## src/rtl/aquila_dbus_router_pkg.sv

```systemverilog
// Shared definitions for the Aquila data-bus router: FSM states, target
// codes, the cached-DRAM tag range and the default CLINT tag.
package aquila_dbus_router_pkg;

  typedef enum logic [2:0] {
    S_IDLE  = 3'd0,
    S_CACHE = 3'd1,
    S_DEV   = 3'd2,
    S_CLINT = 3'd3,
    S_FAULT = 3'd4,
    S_DONE  = 3'd5
  } state_t;

  typedef enum logic [1:0] {
    TGT_CACHE = 2'd0,
    TGT_DEV   = 2'd1,
    TGT_CLINT = 2'd2,
    TGT_FAULT = 2'd3
  } tgt_t;

  localparam logic [3:0] CACHE_TAG_LO  = 4'h8;
  localparam logic [3:0] CACHE_TAG_HI  = 4'hB;
  localparam logic [3:0] CLINT_TAG_DEF = 4'hF;
  localparam int         MAX_DEV       = 8;

  // addr[31:28] values routed to the D-cache (cached DRAM window)
  function automatic logic is_cache_tag(input logic [3:0] tag);
    return (tag >= CACHE_TAG_LO) && (tag <= CACHE_TAG_HI);
  endfunction

endpackage

```

## src/rtl/aquila_dbus_router_timeout.sv

```systemverilog
// Device-wait watchdog: cleared while idle, counts while enabled, flags
// expiry on the cycle the count would reach TIMEOUT. TIMEOUT=0 disables it.
module dbus_timeout_ctr #(
  parameter int TIMEOUT = 1024
) (
  input  logic clk,
  input  logic rst,
  input  logic clear,
  input  logic enable,
  output logic expire
);

  localparam int            CW   = (TIMEOUT > 0) ? $clog2(TIMEOUT + 1) : 1;
  localparam logic [CW-1:0] LAST = (TIMEOUT > 0) ? CW'(TIMEOUT - 1) : '0;

  logic [CW-1:0] cnt;

  // count cycles spent waiting; parks at LAST since the FSM leaves on expiry
  always_ff @(posedge clk or posedge rst) begin
    if (rst)                         cnt <= '0;
    else if (clear)                  cnt <= '0;
    else if (enable && cnt != LAST)  cnt <= cnt + CW'(1);
  end

  // the edge ending this cycle is the one that takes the count to TIMEOUT
  assign expire = (TIMEOUT > 0) && enable && (cnt == LAST);

endmodule

```

## src/rtl/aquila_dbus_router.sv

```systemverilog
// Registered data-bus router: latches one core request at a time, decodes
// addr[31:28] to D-cache / device k / CLINT / bus fault, issues a single
// strobe pulse and returns a one-cycle p_ready with registered data/error.
module aquila_dbus_router
  import aquila_dbus_router_pkg::*;
#(
  parameter int          ADDR_WIDTH = 32,
  parameter int          DATA_WIDTH = 32,
  parameter int          NUM_DEV    = 2,
  parameter logic [31:0] DEV_TAGS   = 32'h0000_00DC,
  parameter logic [3:0]  CLINT_TAG  = CLINT_TAG_DEF,
  parameter int          TIMEOUT    = 1024
) (
  input  logic                          clk,
  input  logic                          rst,
  // core side
  input  logic                          p_strobe,
  input  logic [ADDR_WIDTH-1:0]         p_addr,
  input  logic                          p_rw,
  input  logic [DATA_WIDTH/8-1:0]       p_byte_enable,
  input  logic [DATA_WIDTH-1:0]         p_wdata,
  output logic [DATA_WIDTH-1:0]         p_rdata,
  output logic                          p_ready,
  output logic                          p_error,
  // D-cache
  output logic                          c_strobe,
  output logic                          c_rw,
  output logic [ADDR_WIDTH-1:0]         c_addr,
  output logic [DATA_WIDTH/8-1:0]       c_be,
  output logic [DATA_WIDTH-1:0]         c_wdata,
  input  logic [DATA_WIDTH-1:0]         c_rdata,
  input  logic                          c_ready,
  // uncached devices
  output logic [NUM_DEV-1:0]            d_strobe,
  output logic [ADDR_WIDTH-1:0]         d_addr,
  output logic                          d_rw,
  output logic [DATA_WIDTH/8-1:0]       d_be,
  output logic [DATA_WIDTH-1:0]         d_wdata,
  input  logic [NUM_DEV*DATA_WIDTH-1:0] d_rdata,
  input  logic [NUM_DEV-1:0]            d_ready,
  // CLINT
  output logic                          clint_en,
  output logic                          clint_we,
  output logic [ADDR_WIDTH-1:0]         clint_addr,
  output logic [DATA_WIDTH-1:0]         clint_wdata,
  input  logic [DATA_WIDTH-1:0]         clint_rdata
);

  state_t              state;
  tgt_t                tgt;
  logic [3:0]          tag;
  logic [2:0]          dec_idx;
  logic [2:0]          dev_idx;
  logic [NUM_DEV-1:0]  dec_onehot;
  logic                rw_q;
  logic                clint_phase;
  logic [DATA_WIDTH-1:0] dev_rdata;
  logic                dev_rdy;
  logic                tmo_clear;
  logic                tmo_en;
  logic                tmo_expire;

  assign tag = p_addr[ADDR_WIDTH-1 -: 4];

  // address decode: cache window first, then lowest matching device, then CLINT
  always_comb begin
    tgt     = TGT_FAULT;
    dec_idx = '0;
    if (is_cache_tag(tag)) begin
      tgt = TGT_CACHE;
    end else begin
      for (int k = NUM_DEV - 1; k >= 0; k--) begin
        if (DEV_TAGS[4*k +: 4] == tag) begin
          tgt     = TGT_DEV;
          dec_idx = 3'(k);
        end
      end
      if (tgt == TGT_FAULT && tag == CLINT_TAG) tgt = TGT_CLINT;
    end
  end

  // one-hot strobe pattern for the decoded device channel
  always_comb begin
    dec_onehot = '0;
    for (int k = 0; k < NUM_DEV; k++) dec_onehot[k] = (dec_idx == 3'(k));
  end

  // response select for the latched channel; other channels' readies are ignored
  always_comb begin
    dev_rdata = '0;
    dev_rdy   = 1'b0;
    for (int k = 0; k < NUM_DEV; k++) begin
      if (dev_idx == 3'(k)) begin
        dev_rdata = d_rdata[k*DATA_WIDTH +: DATA_WIDTH];
        dev_rdy   = d_ready[k];
      end
    end
  end

  assign tmo_clear = (state == S_IDLE);
  assign tmo_en    = (state == S_DEV);

  dbus_timeout_ctr #(.TIMEOUT(TIMEOUT)) u_tmo (
    .clk    (clk),
    .rst    (rst),
    .clear  (tmo_clear),
    .enable (tmo_en),
    .expire (tmo_expire)
  );

  // transaction FSM; every output is a register, strobes default low each cycle
  always_ff @(posedge clk or posedge rst) begin
    if (rst) begin
      state       <= S_IDLE;
      rw_q        <= 1'b0;
      dev_idx     <= '0;
      clint_phase <= 1'b0;
      p_rdata     <= '0;
      p_ready     <= 1'b0;
      p_error     <= 1'b0;
      c_strobe    <= 1'b0;
      c_rw        <= 1'b0;
      c_addr      <= '0;
      c_be        <= '0;
      c_wdata     <= '0;
      d_strobe    <= '0;
      d_addr      <= '0;
      d_rw        <= 1'b0;
      d_be        <= '0;
      d_wdata     <= '0;
      clint_en    <= 1'b0;
      clint_we    <= 1'b0;
      clint_addr  <= '0;
      clint_wdata <= '0;
    end else begin
      c_strobe <= 1'b0;
      d_strobe <= '0;
      clint_en <= 1'b0;
      clint_we <= 1'b0;
      p_ready  <= 1'b0;
      p_error  <= 1'b0;
      case (state)
        S_IDLE: begin
          if (p_strobe) begin
            rw_q        <= p_rw;
            dev_idx     <= dec_idx;
            clint_phase <= 1'b0;
            case (tgt)
              TGT_CACHE: begin
                c_strobe <= 1'b1;
                c_rw     <= p_rw;
                c_addr   <= p_addr;
                c_be     <= p_byte_enable;
                c_wdata  <= p_wdata;
                state    <= S_CACHE;
              end
              TGT_DEV: begin
                d_strobe <= dec_onehot;
                d_rw     <= p_rw;
                d_addr   <= p_addr;
                d_be     <= p_byte_enable;
                d_wdata  <= p_wdata;
                state    <= S_DEV;
              end
              TGT_CLINT: begin
                clint_en    <= 1'b1;
                clint_we    <= p_rw;
                clint_addr  <= {6'b0, p_addr[ADDR_WIDTH-5:2]};
                clint_wdata <= p_wdata;
                state       <= S_CLINT;
              end
              default: state <= S_FAULT;
            endcase
          end
        end
        S_CACHE: begin
          if (c_ready) begin
            p_rdata <= rw_q ? '0 : c_rdata;
            p_ready <= 1'b1;
            state   <= S_DONE;
          end
        end
        S_DEV: begin
          // ready takes priority over a coincident expiry
          if (dev_rdy) begin
            p_rdata <= rw_q ? '0 : dev_rdata;
            p_ready <= 1'b1;
            state   <= S_DONE;
          end else if (tmo_expire) begin
            p_rdata <= '0;
            p_ready <= 1'b1;
            p_error <= 1'b1;
            state   <= S_DONE;
          end
        end
        S_CLINT: begin
          // CLINT data arrives the cycle after clint_en
          if (!clint_phase) begin
            clint_phase <= 1'b1;
          end else begin
            p_rdata <= rw_q ? '0 : clint_rdata;
            p_ready <= 1'b1;
            state   <= S_DONE;
          end
        end
        S_FAULT: begin
          p_rdata <= '0;
          p_ready <= 1'b1;
          p_error <= 1'b1;
          state   <= S_DONE;
        end
        S_DONE:  state <= S_IDLE;
        default: state <= S_IDLE;
      endcase
    end
  end

endmodule
```

## config.mk

```make
export PLATFORM = sky130hd
export DESIGN_NAME = aquila_dbus_router
export DESIGN_NICKNAME = d
export VERILOG_FILES = /design/src/rtl/aquila_dbus_router_pkg.sv /design/src/rtl/aquila_dbus_router_timeout.sv /design/src/rtl/aquila_dbus_router.sv
export SDC_FILE = /design/constraint.sdc
export NUM_CORES = 1
export LEC_CHECK = 0
export ABC_CLOCK_PERIOD_IN_PS = 17400
export BUFFER_PORTS_ARGS = -buffer_cell sky130_fd_sc_hd__buf_2
export CORE_AREA = 2 2 171 173
export CTS_CLUSTER_DIAMETER = 100
export DETAILED_ROUTE_END_ITERATION = 12
export DIE_AREA = 0 0 173 175
export PLACE_DENSITY = 0.75
export SLEW_MARGIN = 10
export SYNTH_ARGS = -nofsm -noshare
export SYNTH_HDL_FRONTEND = slang
export SYNTH_SLANG_ARGS = --single-unit
```

## constraint.sdc

```tcl
create_clock -name clk -period 17.4 [get_ports clk]
set_input_delay 2.61 -clock clk [delete_from_list [all_inputs] [get_ports clk]]
set_output_delay 2.61 -clock clk [all_outputs]
set_load 0.02 [all_outputs]
```

==> impl_metrics.yaml <==
run_status:
  status: "finished clean"
synth:
  synth_compound_area_share_pct: 4.361
  syn_avg_cell_area_sq_um: 12.00
  synth-seq-area-share_pct: 57.23
  synthAdderAreaFrac_pct: 0.4542
  synth_edf_count: 0
  ys_ff_latch: 252
  synth-xor-area-share_pct: 0.1590
  yosys_most_used_dff: "dfrtp_1"
  synth_top_family_by_area: "multiplexers"
  yosys_warnings: 0
  synth_area_sq_um: 11020
  synth_cells: 918
  yosysUniqueCellTypes: 51
  ys_async_sr_fraction_pct: 100.0
  synthSimpleGateAreaFrac_pct: 12.65
  synthMuxAreaShare_pct: 21.81
critical_path:
  endpoint_kind: "register"
  critPathBufInv: 1
  reg2regPathDepth: 5
  crit_path_start: "d_ready[1]"
  critPathMaxFanout: 36
  r2r_slack_ns: 14.18
  cp_cell_sequence: "buf_2, mux2_2, o2111a_2, mux2_1"
  r2r-end: "p_rdata[12]"
  startpoint_type: "primary input"
  cp_top_family: "compound AO/OA/AOI/OAI gates"
  path_class: "in -> reg"
  arrival_ns: 4.77
  regToRegStartpoint: "u_tmo.cnt[0]"
  slowest_delay_ns: 1.03
  crit_slowest_cell: "o2111a_2"
  crit_required_ns: 17.81
detailed_routing:
  dr.first_iter.drc_count: 389
  routedWlPerCell_um: 19.02
  ant_nets: 0
  vias: 8696
  dr.pass1.iters: 7
  totalWireLength_mm: 32.98
  drc: 0
  viasPerCell: 5.015
cts:
  post-cts-setup-buffers: 0
  hold_buffers: 0
  clockRootBuffer: "clkbuf_16"
  cts_sinks: 252
  clk_latency_ns: 0.53
  h-tree-depth: 1
  cts.clk_slew.worst_paths_ns: 0.06
  clk_path_buf_depth: 3
  ctsResizeCount: 0
  cts_tree: "built"
  numCtsBuffers: 28
layout:
  layout-drive-gt1-share_pct: 42.22
  nets: 1538
  syn_to_final_growth_pct: 31.40
  final_cell_mix: "buf_2 (437), dfrtp_1 (252), nand2_1 (213), mux2_1 (139), nand3_1 (38)"
  diodes: 0
  final_common_cell: "buf_2"
placed_design:
  post-dp-hpwl_mm: 23.54
  portBuffers: 437
  gp_congestion: 0.8569
sta:
  finalCritPeriodShare_pct: 25.05
  skew_ns: 0.01492
  clock.fmax_mhz: 229.5
  rsz0062_at_grt: "false"
  max_slew_margin_pct: 19.07
  setup_violations: 0
  hold_violations: 0
  worstMarginPinSlew_ns: 1.214
  finalMaxSlewViolations: 0
  post-route-min-period_ns: 4.358
  timing.hold.ws_ns: 0.4669
  tns_ns: 0
power_and_ir_drop:
  power_per_cell_area_nw_per_um2: 194.9
  irDropWorstVdd_mv: 0.1386
  p_leak_nw: 7.404
min_path:
  hold_start: "clint_addr[5]"
  min_to: "clint_addr[5]"
  hp-class: "reg -> reg"
  whs_path_depth: 2
floorplan:
  row_count: 62
  start_util_pct: 38.81
  coreArea_sq_um: 28390
  die_area_sq_um: 30280
  ios: 444
  fp.dieH_um: 175
  fp.dieW_um: 173
global_routing:
  antenna_found_initial: 0
  grt.total_usage_pct: 21.14
  grt_first_pass_wirelength_mm: 50.85
  grt-ovfl-total: 0
  grt_max_degree: 102
  grt_pass1_vias: 8878
flow_run:
  max_cap_violations: 0
-- power by group --
group	switching (mW)	total [mW]	internal, mW
registers	0.164	1.02	0.854
logic	0.721	1.18	0.463
clock network	0.235	0.620	0.385
total	1.12	2.82	1.70
-- registers in the layout, indices dropped and copies added (netlist names), 11 cells and up --
name	cells
clint_addr	26
d_wdata	32
p_rdata	32
d_addr	32
u_tmo.cnt	11
c_wdata	32
clint_wdata	32
c_addr	32
-- cells by family (layout without fill, tap and decap cells) --
group	after synthesis	in the layout
compound gates	60	60
xor+xnor	2	2
fa+ha+maj	4	4
buf+inv	77	504
flops	252	252
mux	204	204
other cells	1	6
simple gates	318	318
-- routing by layer --
layer  vias to the layer above  global-route usage [%]  wire length, um
met2                       399                   38.15            16730
met4                         0                   6.815             1013
met1                      4238                   24.23            12450
met3                        56                   5.896             2790
met5                         -                       0                0
li1                       4003                       -                -
-- area by class of cell --
cell class | instances | area [sq um]
clock buffer | 40 | 857.1
clock inverter | 9 | 133.9
fill | 2530 | 13910
inverter | 7 | 33.78
multi-input combinational | 594 | 4397
sequential | 252 | 6306
tap | 384 | 480.5
timing repair buffer | 448 | 2270
-- through the flow --
step | util (%) | cells | power (mW) | worst slack, ns | instance area [sq um]
3_3_place_gp | 47.50 | 1685 | 2.186 | 12.52 | 13490
5_1_grt | 50.99 | 1734 | 2.978 | 12.89 | 14480
6_report | 50.99 | 1734 | 2.822 | 13.04 | 14480
3_5_place_dp | 47.50 | 1685 | 2.214 | 12.50 | 13490
4_1_cts | 50.99 | 1734 | 2.854 | 13.06 | 14480
2_1_floorplan | - | 923 | 1.778 | 7.862 | 11040
-- cells in the mapped netlist, drive strengths merged (2+ instances only) --
library cell,number,area [sq um]
dfrtp,252,6306
nand2,213,799.5
mux2,202,2384
clkbuf,51,191.4
nand3,40,200.2
nor3,33,165.2
a311oi,32,280.3
buf,19,145.1
a21oi,9,45.04
inv,7,26.28
o21ai,7,35.03
nor2,6,22.52
ha,4,50.05
or3,4,25.02
and2,3,18.77
nor3b,3,38.79
o31ai,3,22.52
mux2i,2,20.02
nand2b,2,12.51
nand4,2,18.77
nand4b,2,17.52
nor2b,2,12.51
o41ai,2,36.29
or4,2,15.01
xor2,2,17.52
-- worst max-delay path by stage --
stage               depth (start not counted)           to  slack (ns)
global placement                            4  p_rdata[11]       12.52
floorplan                                   1    c_addr[0]        7.86
finish                                      4  p_rdata[12]       13.04
CTS                                         8   d_addr[21]       13.06
detailed placement                          4  p_rdata[12]       12.50
global route                                8   d_wdata[4]       12.89
-- worst min-delay path, delay by kind of cell (launching register included) --
| family | cells | cell delay [ns] |
|---|---|---|
| AND/OR/NAND/NOR | 2 | 0.10 |
| flip-flops | 1 | 0.33 |
No activity file was read; power rests on OpenSTA's default activity.
